**src/rtl/psum_shift_sched.sv**
```systemverilog
// psum_shift_sched: round-robin scheduler streaming one PE's psums into a shared shift chain
module psum_shift_sched #(
   parameter int NUM_PE = 4,
   parameter int DATA_W = 16,
   parameter int MAX_P = 24,
   localparam int ID_W = (NUM_PE > 1) ? $clog2(NUM_PE) : 1
) (
   input  logic                     clk,
   input  logic                     reset,
   input  logic [4:0]               p,
   input  logic [NUM_PE-1:0]        pe_req,
   input  logic [NUM_PE*DATA_W-1:0] pe_data,
   output logic [NUM_PE-1:0]        pe_pop,
   output logic                     sr_en,
   output logic [DATA_W-1:0]        sr_d,
   output logic                     out_valid,
   input  logic                     out_ready,
   output logic [ID_W-1:0]          out_pe,
   output logic [4:0]               out_count,
   output logic                     busy
);
   typedef enum logic [1:0] {IDLE, LOAD, HOLD} state_t;
   state_t state, nxt;
   logic [4:0] cnt, p_eff, p_clamp;
   logic [ID_W-1:0] rr_ptr, grant_id, gnt;
   logic [2*NUM_PE-1:0] rot;
   logic last;
   assign last = cnt == p_eff - 5'd1;
   // clamp the requested depth and find the first requester at or after rr_ptr
   always_comb begin
      p_clamp = (p == 5'd0) ? 5'd1 : (p > 5'(MAX_P)) ? 5'(MAX_P) : p;
      rot = {pe_req, pe_req} >> rr_ptr;
      gnt = rr_ptr;
      for (int k = NUM_PE - 1; k >= 0; k--)
         if (rot[k]) gnt = ID_W'((int'(rr_ptr) + k) % NUM_PE);
   end
   // next state and outputs, all forced low while reset is asserted
   always_comb begin
      nxt = state;
      sr_en = 1'b0;
      pe_pop = '0;
      sr_d = '0;
      out_valid = 1'b0;
      out_pe = '0;
      out_count = '0;
      busy = 1'b0;
      if (!reset) begin
         busy = state != IDLE;
         if (state == IDLE && |pe_req) nxt = LOAD;
         if (state == LOAD) begin
            sr_en = 1'b1;
            pe_pop = NUM_PE'(1) << grant_id;
            sr_d = pe_data[grant_id*DATA_W +: DATA_W];
            nxt = last ? HOLD : LOAD;
         end
         if (state == HOLD) begin
            out_valid = 1'b1;
            out_pe = grant_id;
            out_count = p_eff;
            nxt = out_ready ? IDLE : HOLD;
         end
      end
   end
   // state register plus grant, count and round-robin pointer bookkeeping
   always_ff @(posedge clk) begin
      if (reset) begin
         state <= IDLE;
         cnt <= 5'd0;
         rr_ptr <= '0;
         grant_id <= '0;
         p_eff <= 5'd1;
      end else begin
         state <= nxt;
         if (state == IDLE && |pe_req) begin
            grant_id <= gnt;
            p_eff <= p_clamp;
            cnt <= 5'd0;
         end
         if (state == LOAD) cnt <= last ? 5'd0 : cnt + 5'd1;
         if (state == HOLD && out_ready) rr_ptr <= (grant_id == ID_W'(NUM_PE - 1)) ? '0 : grant_id + 1'b1;
      end
   end
endmodule

```
**config.mk**
```make
export PLATFORM = sky130hd
export DESIGN_NAME = psum_shift_sched
export DESIGN_NICKNAME = d
export VERILOG_FILES = /design/src/rtl/psum_shift_sched.sv
export SDC_FILE = /design/constraint.sdc
export NUM_CORES = 1
export LEC_CHECK = 0
export ABC_CLOCK_PERIOD_IN_PS = 4400
export CAP_MARGIN = 20
export CORE_UTILIZATION = 39
export CTS_CLUSTER_DIAMETER = 40
export DETAILED_ROUTE_END_ITERATION = 16
export GPL_TIMING_DRIVEN = 0
export MAX_ROUTING_LAYER = met4
export PLACE_DENSITY_LB_ADDON = 0.3
export SYNTH_ARGS = -nofsm -noshare
export SYNTH_HDL_FRONTEND = slang
export SYNTH_SLANG_ARGS = --single-unit
```
**constraint.sdc**
```tcl
create_clock -name clk -period 4.4 [get_ports clk]
set_clock_uncertainty 0.1 [all_clocks]
set_input_delay 1.1 -clock clk [delete_from_list [all_inputs] [get_ports clk]]
set_output_delay 1.1 -clock clk [all_outputs]
set_load 0.1 [all_outputs]
```
==> summary.txt <==
GRT
  – Total GRT Usage: between 20% and 30%
  – Gr ovfl total: 0
  – Largest net degree at the start of global routing: 11
  – Initial antenna violation count: 0
  – Vias in the first global route: 1,833
  – First-pass GRT wire length: between 8000 and 9000 um

Synth
  – Gate Count Post-Synth: about 180
  – Area leader, netlist: mux4_2
  – Synth Register Bits: 16
  – Mapped cell area: 0.001567 mm^2
  – Synth warnings: 0
  – Sequential area share after synthesis: 20.45%
  – Area contributors post-synth: mux4_2 (23%), dfxtp_1 (20%), and2_1 (8.8%), ha_1 (4.8%), a21oi_1 (4.2%)
  – Synth top area share: a little under a quarter
  – Post-Syn Area per Cell: approximately 9 um^2
  – Synth cell types: slightly above 40
  – Syn_nets: roughly 260

Power and ir drop
  – Max VDD drop: 0.2015 mV
  – Combinational share of power: 58.7%
  – Psw: around 340 uW
  – Leak Pwr: 1.104 nW
  – Int Pwr: 411.3 uW
  – Sequential share of power: 23.3%
  – Switching part of the total: 45.34%
  – Clock power share: between 15 and 20%
  – Power Density: 275.1 mW/mm^2

Worst setup path
  – Slowest stage cell, crit path: dlygate4sd2_1
  – Worst setup EP type: primary output
  – Startpoint Class: input pin
  – Worst-path cell chain: clkdlybuf4s50_1 -> clkbuf_8 -> nor4_1 -> dlygate4sd2_1
  – Worst r2r dst: state[0]$_SDFFE_PP0P_
  – Worst R2R Setup Slack: roughly 2.5 ns
  – Reg2Reg Depth: 7
  – Critical Path Fanout Max: 10
  – R2r startpoint: p_eff[0]$_SDFFE_PP1P_
  – Critical Path Start: reset
  – Crit Path Class: input pin to primary output
  – WP buf/inv: 3
  – Top delay family on crit path: buffers and inverters
  – Levels on crit path: 4
  – Critical path required time: 3.20 ns
  – CP Capture Point: out_count[0]
  – Worst EP arrival: between 3 and 4 ns
  – Max incr delay on CP: between 0.9 and 1 ns

Run status
  – Outcome: completed

STA
  – Hold slack: between 0.3 and 0.4 ns
  – Max-slew headroom: 33.71%
  – Hold Vio Cnt, Final: 0
  – Final Max Slew Viols: 0
  – Tcrit/Tclk final: a little over nine tenths
  – Final setup viols: 0
  – RSZ-0062 raised after global routing: false
  – Crit path time final: between 4 and 5 ns
  – Total negative slack: 0 ns
  – Max Freq: about 0.24 GHz
  – Least-Margin Pin Slew: 0.9928 ns

Cells and area
  – # diodes: 0
  – Register area: between 300 and 400 um^2
  – Fin util: 73.06%
  – Fillers: ~310
  – P&R area growth vs syn: 74.60%
  – Multi-input combinational cell area: 0.001162 mm^2
  – Most common cell after layout, fill and taps aside: clkdlybuf4s50_1
  – Nets@finish: 367
  – Final Non-Filler Cells: 332
  – Most frequent cells in the layout: clkdlybuf4s50_1 (76), and2_1 (22), mux4_2 (16), dfxtp_1 (16), nor2_1 (15)
  – Finished Cell Area: about 0.0027 mm^2
  – Share of cells above drive strength 1: roughly a fifth

Die
  – Chip height: 65.38 um
  – Die area: 0.004274 mm^2
  – I/O pin cnt: about 110
  – Core area: 0.003744 mm^2
  – Die X: 65.38 um
  – Floorplan row count: 22
  – Starting Density: between 40% and 50%

Placement
  – HPWL Detailed: between 4000 and 5000 um
  – Dpl cell area: 0.002689 mm^2
  – Final GP Congestion: ~0.81
  – Port Buf Inserts: around 110
  – Placed Cells: about 330

Route
  – Final wirelength: approximately 5500 um
  – WL/cell: around 17 um
  – # DRC: 0
  – Pre-antenna DRT Iters: 4
  – Routed Antenna Nets: 0
  – Vias/cell: around 5.4
  – Iter 0 DRT Violations: 73
  – Vias: about 1.8k

Clock tree
  – CTS Buffer Depth: 2
  – Post-CTS Setup Inserts: 0
  – Root Buffer: clkbuf_8
  – Clk_lat worst skew: roughly 0.26 ns
  – H-Tree Level Count: 1
  – Clk sinks: 16
  – CTS tree: built
  – TritonCTS Buffers: 3
  – # hold bufs at CTS: 0
  – Clock transition at path regs: roughly 0.07 ns

Hold path
  – Hold crit path type: flip-flop to flip-flop

Flow run
  – Max Cap Violations: 0
[synthesized netlist by cell type]
master	instances
and2_2	1
clkbuf_2	1
a22oi_1	1
a31oi_1	3
a221o_1	1
xnor2_1	3
o21ai_0	2
a211o_1	1
nand2_1	13
inv_1	8
buf_4	2
nand4_1	2
clkbuf_8	1
or2b_1	1
nor2_1	15
nand4b_1	2
and2_1	22
a211oi_1	1
mux2_2	1
o311ai_4	1
a211oi_2	1
nand3b_1	1
o21bai_1	1
mux4_2	16
and2b_2	1
a21oi_1	13
ha_1	6
nor2b_1	2
or3_1	1
xor2_1	3
dfxtp_1	16
a21boi_1	1
buf_2	4
mux2i_1	1
o221ai_1	2
nand3_1	8
nor4_1	5
clkbuf_1	3
nand2b_1	2
nand4bb_1	1
nor3_1	5
[cells by family (layout without fill, tap and decap cells)]
group                    Yosys count  after routing  share of synthesized area, %
adder cells (fa/ha/maj)            6              6                         4.792
buffers and inverters             19            128                         6.070
flip-flops                        16             16                         20.45
XOR/XNOR                           6              6                         3.355
multiplexers                      18             18                         24.36
AND/OR/NAND/NOR                   82             82                         28.28
AO/OA/AOI/OAI                     28             28                         12.70
[worst register-to-register path, stage by stage (launching register included)]
cell      delay (ns)
dfxtp_1         0.39
inv_1           0.08
ha_1            0.30
xnor2_1         0.14
a211oi_2        0.28
o311ai_4        0.23
o21ai_0         0.22
a21oi_1         0.08
[worst min-delay path by stage]
stage                               start               endpoint  cells after the start
floorplan           p_eff[1]$_SDFFE_PP0P_  p_eff[1]$_SDFFE_PP0P_                      2
CTS                 p_eff[1]$_SDFFE_PP0P_  p_eff[1]$_SDFFE_PP0P_                      2
global route        p_eff[1]$_SDFFE_PP0P_  p_eff[1]$_SDFFE_PP0P_                      2
finish              p_eff[1]$_SDFFE_PP0P_  p_eff[1]$_SDFFE_PP0P_                      2
detailed placement  p_eff[1]$_SDFFE_PP0P_  p_eff[1]$_SDFFE_PP0P_                      2
global placement    p_eff[1]$_SDFFE_PP0P_  p_eff[1]$_SDFFE_PP0P_                      2
[area by class of cell]
class | instances | area share [%]
Buffer | 11 | 2.379
Clock buffer | 4 | 2.013
Inverter | 8 | 1.098
Multi-Input combinational cell | 140 | 42.50
Sequential cell | 16 | 11.71
Tap cell | 48 | 2.196
Timing Repair Buffer | 105 | 38.11
[repair_timing]
item | CTS | global route
endpoints found under the hold margin | 0 | 0
gates resized for setup | 58 | 11
endpoints found under the setup margin | 25 | 10
[per-layer routing]
metal | wire (um) | vias to the layer above | global-route usage, %
met5 | 0 | - | -
met4 | 164 | 0 | 11.41
met3 | 596 | 16 | 6.076
met2 | 2604 | 87 | 46.91
met1 | 2171 | 842 | 32.03
li1 | - | 859 | -
[metrics by stage]
stage | setup slack, ns | power [mW]
global placement | -0.3287 | 0.6204
finish | 0.1587 | 0.7525
CTS | 0.0004490 | 0.7548
detailed placement | -0.3483 | 0.6287
global route | 0.09068 | 0.7891
floorplan | -0.8589 | 0.4858
[power groups by stage]
stage / Clock [mW] / Combinational, mW / Sequential (mW)
detailed placement: 0 / 0.450 / 0.178
global placement: 0 / 0.443 / 0.178
CTS: 0.134 / 0.446 / 0.175
global route: 0.141 / 0.470 / 0.178
finish: 0.136 / 0.442 / 0.175
floorplan: 0 / 0.312 / 0.174
[registers in the layout, summed over array words and instances (netlist names)]
register and count:
cnt 5, grant_id 2, p_eff 5, rr_ptr 2, state 2
(Power assumes the default switching activity.)
==> RTL change 1, RTL diff (config.mk and constraints unchanged) <==
Change the parameter `NUM_PE` from 4 to 2.
--- a/src/rtl/psum_shift_sched.sv
+++ b/src/rtl/psum_shift_sched.sv
@@ -2,3 +2,3 @@
 module psum_shift_sched #(
-   parameter int NUM_PE = 4,
+   parameter int NUM_PE = 2,
    parameter int DATA_W = 16,
Ports: changed (resized out_pe, pe_data, pe_pop and pe_req); port bits go from 106 to 69. The function was not compared with the original's and may differ.
==> RTL change 1 against the unedited design <==
Sequential cell count decreased by 2; design area decreased by 34%; synthesized cell count decreased by 20%; total power decreased by 4.2%; area after synthesis decreased by 33%; setup slack got worse by 0.024 ns; wire length decreased by 40%; critical path type unchanged; critical endpoint is now sr_d[4]; largest cell class unchanged.
==> RTL change 1: results (changes against the unedited design) <==
DRT met1 WL=1430 um (-34%); clock-pin slew on the worst setup and hold paths=0.09 ns (+0.02 ns); met1 global-route usage=29.6% (-2.4 points); met2 WL post-DR=1790 um (-31%); share of cells above drive strength 1=13.7% (-5.3 points); top-area cell type share of the netlist area=26.5% (+3.5 points); Yosys cell types=32 (-22%); DR vias/cell=5.17 (-4.9%); GR Layer Usage met2=42.8% (-4.1 points); met3 wire length=113 um (-81%); RD Place Congestion=0.856 (+6.0%); Min Hold Slack=0.398 ns (+0.0295 ns); Crit path largest cell delay=0.57 ns (-0.35 ns); Synth Area in XOR/XNOR=4.97% (+1.6 points); max layer used=met3; worst slew margin relative to its limit=34.5% (+0.78 points); vias in the first global route=1158 (-37%); mux cell area share after synthesis=16.1% (-8.3 points); R2R Setup Slk=2.21 ns (-0.25 ns); syn_nets=184 (-28%); fillers=202 (-35%); DR iter-0 viols=33 (-55%); global-route wire length before repair=5000 um (-44%); pre-CTS WS=-0.642 ns (-0.293 ns); Critical Path AT=3.07 ns (+0.03 ns); drt wl/cell=13.8 um (-17%); status=finished, final reports clean; Static Leak=0.740 nW (-33%); M3 GR Usage=4.52% (-1.6 points)
RTL change 1: cell count changes in the layout (fill, tap and decap cells not counted), moves of 5 or more:
cell             delta
nor4_1              -5
and2_1             -16
mux4_2             -16
mux2i_1            +16
clkdlybuf4s15_2     -5
nor2_1              +8
clkbuf_4           +12
clkbuf_2            -7
clkdlybuf4s50_1    -35
RTL change 1: through the flow:
stage                     TNS [ns]  utilization (%)  cells  area [um^2]
after global routing             0             71.4    242         1800
final                            0             71.4    242         1800
after CTS                        0             71.0    242         1790
after detailed placement    -10.08             70.8    238         1790
after floorplan                  0                -    140         1070
after global placement       -9.39             70.8    238         1790
RTL change 1: cells by family after synthesis:
group | Yosys count
multiplexers | 17
AO/OA/AOI/OAI | 23
buffers and inverters | 12
XOR/XNOR | 6
adder cells (fa/ha/maj) | 2
flip-flops | 14
AND/OR/NAND/NOR | 66
RTL change 1: area by class of cell:
cell class	count	area [um^2]	share of cell area, %
multi-input cells	114	739	41.1
plain buffers	6	26.3	1.46
flip-flops and latches	14	280	15.6
repair buffers	68	658	36.6
inverters	6	22.5	1.25
well taps	30	37.5	2.08
clock buffers	4	36.3	2.02
RTL change 1: how the worst max path moves through the flow:
stage | from | endpoint | slack [ns]
2_1_floorplan | reset | sr_d[10] | 0.07
3_3_place_gp | reset | sr_d[9] | -0.58
3_5_place_dp | reset | sr_d[10] | -0.64
4_1_cts | reset | pe_pop[0] | 0.0005
5_1_grt | reset | sr_d[5] | 0.008
6_report | reset | sr_d[4] | 0.13
RTL change 1: timing repair:
action                     CTS  global route
hold buffers                 0             0
resized for setup           80            14
setup endpoints to repair   26            11
RTL change 1: power by group:
part,switching [mW],total [mW],internal (mW)
logic,0.308,0.451,0.143
clock network,0.0428,0.0930,0.0503
registers,0.0288,0.177,0.148
==> RTL change 2, RTL diff (config.mk and constraints unchanged) <==
Without the edit above. The 3 states of `state_t` get a one-hot encoding in 3 bits.
--- a/src/rtl/psum_shift_sched.sv
+++ b/src/rtl/psum_shift_sched.sv
@@ -21,3 +21,3 @@
 );
-   typedef enum logic [1:0] {IDLE, LOAD, HOLD} state_t;
+   typedef enum logic [2:0] {IDLE = 3'b001, LOAD = 3'b010, HOLD = 3'b100} state_t;
    state_t state, nxt;
Behaviour: no difference found for any inputs over 10 cycles, from zero or initial values and one cycle with reset high; not proved beyond that.
==> RTL change 2 against the unedited design <==
Register-to-register slack got worse by 0.03 ns; sequential cell count up 1; count of clock-buffer cells in the layout did not move; critical path type unchanged; total power down 15%; area after synthesis up 0.64%; highest routed layer unchanged; wire length down 7.5%; critical path depth did not move; design area is 0.96% lower; setup slack got worse by 0.10 ns.
==> RTL change 2: results (changes against the unedited design) <==
Crit path largest cell delay=1.13 ns (+0.21 ns); slowest cell on the critical path=clkdlybuf4s50_1; met2 WL post-DR=2760 um (+6.1%); Yosys cell types=43 (+4.9%); status=finished, final reports clean; met1 global-route usage=27.7% (-4.3 points); final std cells w/o fill=326 (-1.8%); Power Density=237 nW/um^2 (-14%); buffering overhead=39.3% (-1.2 points); R2R Setup Slk=2.43 ns (-0.03 ns); M3 GR Usage=5.21% (-0.87 points); fillers=312 (-0.32%); DR iter-0 viols=52 (-29%); placed cell count=322 (-1.8%); synthesized instance count=170 (-2.9%); pre-CTS WS=-0.256 ns (+0.0921 ns); nets@finish=361 (-1.6%); Area growth syn-to-layout=71.8%; Post-synth top cells=and2_1, dfxtp_1, mux4_2; mapped cell area=1580 um^2 (+0.64%); Net Sw Frac=39.1% (-6.2 points); hpwl dp=4270 um (-4.9%); flip-flop and latch count=17 (+1); post-CTS sizing=19 (-67%); post-route setup slack=0.0567 ns (-0.102 ns); clock-cell share of area=1.66% (-0.35 points); Min Hold Slack=0.407 ns (+0.0384 ns); cell count of the worst reg-to-reg path=6 (-1); synth top area cells=mux4_2, dfxtp_1, and2_1, ha_1, a21oi_1; DR vias=1687 (-6.5%); met3 wire length=331 um (-44%); CP max FO=9 (-1); worst slew pin tran=1.02 ns (+0.0295 ns); sequential fraction of the synthesis area=21.6% (+1.1 points); Static Leak=1.11 nW (+0.13%); RD Place Congestion=0.805 (-0.41%); DRT met1 WL=1990 um (-8.5%); CP endpoint=out_pe[1]; IO buf count=104 (-0.95%); area post-placement=2690 um^2 (+0.14%); multi-input combinational area share=43.2% (+0.69 points); sequential cell area share=12.6% (+0.85 points); Hold EP=p_eff[4]$_SDFFE_PP0P_; share of cells above drive strength 1=15.1% (-3.9 points); number of non-clock buffers=114 (-1.7%)
[RTL change 2: changes by cell type after synthesis, moves of 3 or more]
cell / delta
a21oi_1: -4
a31oi_1: -3
and2_1: +4
nand2b_1: +3
nor2_1: -5
nor4_1: -5
[RTL change 2: power groups by stage]
| stage | Clock, mW | Sequential, mW | Combinational [mW] |
|---|---|---|---|
| after CTS | 0.119 | 0.191 | 0.333 |
| final | 0.119 | 0.191 | 0.332 |
| after detailed placement | 0 | 0.194 | 0.337 |
| after global routing | 0.127 | 0.194 | 0.357 |
| after floorplan | 0 | 0.188 | 0.222 |
| after global placement | 0 | 0.193 | 0.330 |
[RTL change 2: kinds of logic (layout without fill, tap and decap cells)]
group	Yosys count	count (layout)	synth area share, %
simple gates	72	72	25.8
compound gates	30	30	13.5
flops	17	17	21.6
xor+xnor	8	8	4.44
fa+ha+maj	6	6	4.76
buf+inv	18	126	5.16
mux	19	19	24.8
